File: src/rtl/stopwatch_ctrl.sv
// Stopwatch front end: debounces the START/STOP and CLEAR buttons, runs the IDLE/RUN/PAUSE
// FSM and divides the system clock down to the 1 ms enable for the timer counter.
module stopwatch_ctrl #(
  parameter int TICK_DIV        = 160000,
  parameter int DEBOUNCE_CYCLES = 1600000,
  parameter int CNT_W           = 21
) (
  input  logic       I_CLK,
  input  logic       I_RST,
  input  logic       I_BTN_START,
  input  logic       I_BTN_CLEAR,
  output logic       O_EN_1MS,
  output logic       O_START_EN,
  output logic       O_CLEAR_EN,
  output logic [1:0] O_STATE
);

  typedef enum logic [1:0] {
    IDLE    = 2'b00,
    RUN     = 2'b01,
    PAUSE   = 2'b10,
    ILLEGAL = 2'b11
  } state_t;

  localparam logic [CNT_W-1:0] DEB_LAST  = CNT_W'(DEBOUNCE_CYCLES - 1);
  localparam logic [CNT_W-1:0] TICK_LAST = CNT_W'(TICK_DIV - 1);

  // Bit 0 is START/STOP, bit 1 is CLEAR; both buttons share the same conditioning.
  logic [1:0]            btn_raw;
  logic [1:0]            sync1_q;
  logic [1:0]            sync2_q;
  logic [1:0]            deb_q;
  logic [1:0]            deb_d;
  logic [1:0]            deb_dly_q;
  logic [1:0]            armed_q;
  logic [1:0]            armed_d;
  logic [1:0]            press_q;
  logic [1:0][CNT_W-1:0] deb_cnt_q;
  logic [1:0][CNT_W-1:0] deb_cnt_d;

  state_t                state_q;
  logic                  clear_q;
  logic                  tick_q;
  logic [CNT_W-1:0]      presc_q;
  logic                  start_p;
  logic                  clear_p;

  assign btn_raw = {I_BTN_CLEAR, I_BTN_START};

  // Until a button has been seen released for a full debounce window it is not armed,
  // so a button held through reset cannot fire a press when reset drops.
  always_comb begin
    deb_d     = deb_q;
    armed_d   = armed_q;
    deb_cnt_d = deb_cnt_q;
    for (int b = 0; b < 2; b++) begin
      if (!armed_q[b]) begin
        if (sync2_q[b]) begin
          deb_cnt_d[b] = '0;
        end else if (deb_cnt_q[b] == DEB_LAST) begin
          armed_d[b]   = 1'b1;
          deb_cnt_d[b] = '0;
        end else begin
          deb_cnt_d[b] = deb_cnt_q[b] + CNT_W'(1);
        end
      end else if (sync2_q[b] == deb_q[b]) begin
        deb_cnt_d[b] = '0;
      end else if (deb_cnt_q[b] == DEB_LAST) begin
        deb_d[b]     = sync2_q[b];
        deb_cnt_d[b] = '0;
      end else begin
        deb_cnt_d[b] = deb_cnt_q[b] + CNT_W'(1);
      end
    end
  end

  always_ff @(posedge I_CLK) begin
    if (I_RST) begin
      sync1_q   <= '0;
      sync2_q   <= '0;
      deb_q     <= '0;
      deb_dly_q <= '0;
      armed_q   <= '0;
      press_q   <= '0;
      deb_cnt_q <= '0;
    end else begin
      sync1_q   <= btn_raw;
      sync2_q   <= sync1_q;
      deb_q     <= deb_d;
      deb_dly_q <= deb_q;
      armed_q   <= armed_d;
      press_q   <= deb_q & ~deb_dly_q;
      deb_cnt_q <= deb_cnt_d;
    end
  end

  assign start_p = press_q[0];
  assign clear_p = press_q[1];

  // The prescaler holds through PAUSE so resuming keeps the partial millisecond.
  always_ff @(posedge I_CLK) begin
    if (I_RST) begin
      state_q <= IDLE;
      clear_q <= 1'b0;
      tick_q  <= 1'b0;
      presc_q <= '0;
    end else begin
      clear_q <= 1'b0;
      tick_q  <= 1'b0;
      case (state_q)
        IDLE: begin
          presc_q <= '0;
          if (clear_p) begin
            clear_q <= 1'b1;
          end else if (start_p) begin
            state_q <= RUN;
          end
        end
        RUN: begin
          if (presc_q == TICK_LAST) begin
            presc_q <= '0;
            tick_q  <= 1'b1;
          end else begin
            presc_q <= presc_q + CNT_W'(1);
          end
          if (start_p) begin
            state_q <= PAUSE;
          end
        end
        PAUSE: begin
          if (clear_p) begin
            state_q <= IDLE;
            clear_q <= 1'b1;
            presc_q <= '0;
          end else if (start_p) begin
            state_q <= RUN;
          end
        end
        default: begin
          state_q <= IDLE;
          presc_q <= '0;
        end
      endcase
    end
  end

  assign O_EN_1MS   = tick_q;
  assign O_START_EN = (state_q == RUN);
  assign O_CLEAR_EN = clear_q;
  assign O_STATE    = state_q;

endmodule
File: config.mk
export PLATFORM = sky130hd
export DESIGN_NAME = stopwatch_ctrl
export DESIGN_NICKNAME = d
export VERILOG_FILES = /design/src/rtl/stopwatch_ctrl.sv
export SDC_FILE = /design/constraint.sdc
export NUM_CORES = 1
export LEC_CHECK = 0
export ABC_CLOCK_PERIOD_IN_PS = 3400
export BUFFER_PORTS_ARGS = -buffer_cell sky130_fd_sc_hd__buf_2
export CAP_MARGIN = 10
export CORE_ASPECT_RATIO = 1.75
export CORE_UTILIZATION = 65
export CTS_CLUSTER_SIZE = 10
export DETAILED_ROUTE_END_ITERATION = 10
export GPL_TIMING_DRIVEN = 0
export PLACE_DENSITY = 0.88
export SYNTH_ARGS = -nofsm -noshare
export SYNTH_HDL_FRONTEND = slang
export SYNTH_SLANG_ARGS = --single-unit
File: constraint.sdc
create_clock -name I_CLK -period 3.4 [get_ports I_CLK]
set_input_delay 0 -clock I_CLK [delete_from_list [all_inputs] [get_ports I_CLK]]
set_output_delay 0 -clock I_CLK [all_outputs]
set_load 0.1 [all_outputs]
==> flow_summary_export.csv <==
group,metric,value,unit
outcome,outcome,"completed",
yosys,ys.flop_type,"dfxtp_1",
critical_path,crit_path_end_kind,"flip-flop",
cts,clk_pin_slew,0.08,ns
yosys,synth-seq-cells,79,
cts,post_cts_buffers,0,
detailed_routing,vias,3032,
global_route,antenna_found_initial,0,
final_layout,areaGrowthSynthToFinish,9.59,%
detailed_routing,route.antenna.remaining_nets,0,
floorplan,die_w,57.7,um
final_layout,num_antenna_cells,0,
timing,fmax,0.470,GHz
critical_path,worstPathMaxFanout,10,
yosys,syn_nets,426,
final_layout,nets,448,
cts,root_buffer,"clkbuf_8",
power_and_ir_drop,clockPowerShare,41.6,%
floorplan,fp-row-count,35,
detailed_routing,avgRoutedWirePerCell,14.7,um
cts,cts-htree-levels,3,
timing,worstMarginPinSlew,0.835,ns
detailed_routing,vias_per_cell,6.05,
final_layout,utilization,73.5,%
global_route,grt_pass1_wl,12.4,mm
floorplan,die_area,5730,um2
timing,finalSetupTns,0,ns
critical_path,critPathRequiredTime,3.63,ns
global_route,overflow,0,
timing,relSlewSlack,43.8,%
place,io_buffer_count,8,
cts,cts_tree,"yes",
cts,cts_sinks,79,
final_layout,layout-drive-gt1-share,8.97,%
timing,rsz0062_at_grt,"no",
power_and_ir_drop,combinationalPowerShare,2.5,%
yosys,synth.area.top_cells,"dfxtp_1 (45%), nor2_1 (7.9%), xor2_1 (5.7%)",
floorplan,die_h,99.4,um
yosys,synth_edf_count,0,
detailed_routing,dr.pass1.iters,5,
floorplan,start_util,67.0,%
timing,slew_viol_final,0,
power_and_ir_drop,power-per-cell-area,435,nW/um2
yosys,synth_area_per_cell,8.41,um2
yosys,synth.most_common_cell,"dfxtp_1",
critical_path,path_class,"reg2reg",
global_route,grt_max_degree,14,
floorplan,boundaryPins,9,
yosys,yosysSeqAreaShare,44.9,%
yosys,synthCells,419,
timing,finClkSkew,0.0143,ns
critical_path,arrival,2.35,ns
power_and_ir_drop,swShare,21.9,%
floorplan,coreArea,5260,um2
power_and_ir_drop,seq_power_share,55.9,%
cts,clock_path_buffers,2,
critical_path,critPathLaunchType,"flip-flop",
timing,finalHoldViolCount,0,
yosys,yosys-top-cells-count,"dfxtp_1 (79), nor2_1 (74), nand2_1 (35), nand3_1 (29), xor2_1 (23)",
global_route,grt_pass1_vias,2938,
worst_hold_path,hold_class,"reg2reg",
global_route,grtUsageTotal,27.7,%
yosys,synth_area_leader_cell,"dfxtp_1",
cts,cts_buffers,9,
detailed_routing,drc_errors,0,
timing,finalCriticalPeriod,2.13,ns
cts,clk_latency,0.35,ns
power_and_ir_drop,p_leak,1.38,nW
power_and_ir_drop,peakVddDrop,0.445,mV
place,gp_congestion,0.958,
timing,setup_viol_count_final,0,
job,drv_cap,0,
detailed_routing,drtIter0Drc,164,
yosys,ys_warn_count,0,
power_and_ir_drop,p_int,1.31,mW
detailed_routing,routed_wl,7.37,mm
yosys,synth-async-reset-ratio,0,%
yosys,yosysUniqueCellTypes,43,
yosys,synth.top_cell.area_share,44.9,%
place,dp_hpwl,5.14,mm
timing,fin_crit_sh,62.5,%
yosys,syn_area,3520,um2
power_and_ir_drop,switchingPower,368,uW
[state kept, by name, indices dropped and copies added, names as in the netlist]
name,count
deb_cnt_q,42
deb_q,2
press_q,2
sync2_q,2
O_STATE,2
O_EN_1MS,1
armed_q,2
deb_dly_q,2
O_CLEAR_EN,1
sync1_q,2
presc_q,21
[stage by stage]
stage | worst slack (ns) | instances | instance area (um2) | power, mW | hold WS, ns
after floorplan | 0.360 | 419 | 3520 | 0.988 | 0.0716
after global placement | 1.33 | 482 | 3630 | 0.998 | 0.206
after detailed placement | 1.32 | 482 | 3630 | 1.00 | 0.218
after CTS | 1.28 | 501 | 3860 | 1.69 | 0.389
after global routing | 1.11 | 501 | 3860 | 1.73 | 0.398
final | 1.27 | 501 | 3860 | 1.68 | 0.386
[logic make-up (layout without fill, tap and decap cells)]
kind of cell	count (synthesis)	in the layout	share of synthesized area, %
adder cells (fa/ha/maj)	3	3	1.07
buffers and inverters	30	57	3.91
XOR/XNOR	43	43	10.7
AO/OA/AOI/OAI	45	45	7.35
AND/OR/NAND/NOR	217	217	31.5
flip-flops	79	79	44.9
multiplexers	2	2	0.568
[final cells by class]
type	instances	area, um2
multi-input cells	310	1800
flip-flops and latches	79	1580
fillers	378	1390
clock buffers	12	145
inverters	19	71.3
repair buffers	11	70.1
well taps	55	68.8
plain buffers	11	66.3
clock inverters	4	53.8
[layer usage]
| metal | up-vias | GRT usage [%] | share of wire (%) |
|---|---|---|---|
| met4 | 0 | 16.7 | 2.6 |
| li1 | 1485 | - | - |
| met1 | 1439 | 29.5 | 40 |
| met3 | 23 | 5.33 | 3.2 |
| met5 | - | 0 | 0 |
| met2 | 85 | 49.0 | 54 |
[placed cells by master (no fill, tap or decap), types with 3 or more instances in the layout]
cell           Yosys  routed
xnor2_1           20      20
inv_1             19      19
nor4_1             6       6
a31oi_1            5       5
nor3_1             9       9
nand4_1           18      18
buf_4              3       3
nand2_1           35      35
nand3_1           29      29
dlygate4sd3_1      0       3
nor4b_1            3       3
nor2b_1            6       6
dfxtp_1           79      79
clkbuf_1           2       4
and3_1             6       6
clkbuf_8           0      10
a21o_1             3       3
o21ai_0           20      20
a21oi_1           11      11
nor2_1            74      74
nor3b_1            3       3
buf_2              4      12
xor2_1            23      23
ha_1               3       3
and4_1             5       5
or3_1              7       7
[power groups by stage]
stage	Combinational (mW)	Clock, mW	Sequential (mW)
2_1_floorplan	0.0281	0	0.960
3_3_place_gp	0.0368	0	0.961
3_5_place_dp	0.0388	0	0.961
4_1_cts	0.0420	0.704	0.939
5_1_grt	0.0458	0.747	0.941
6_report	0.0412	0.700	0.939
[worst paths after layout]
check	slack, ns	endpoint	start	cells after the start
min	0.39	press_q[1]$_SDFF_PP0_	deb_dly_q[1]$_SDFF_PP0_	1
max	1.27	presc_q[9]$_SDFFE_PP0P_	presc_q[0]$_SDFFE_PP0P_	7
min reg2reg	0.39	press_q[1]$_SDFF_PP0_	deb_dly_q[1]$_SDFF_PP0_	1
max reg2reg	1.27	presc_q[9]$_SDFFE_PP0P_	presc_q[0]$_SDFFE_PP0P_	7
[worst max-delay path: stages (launching register included)]
cell     delay (ns)
dfxtp_1        0.40
ha_1           0.29
nand4_1        0.17
nor2_1         0.39
a21oi_1        0.23
buf_2          0.24
a21oi_1        0.19
mux2i_1        0.09
[repair_timing]
item,in CTS,in global routing
hold endpoints to repair,3,0
hold buffers,3,0
resized for setup,0,0
No activity file was read; power rests on OpenSTA's default activity.
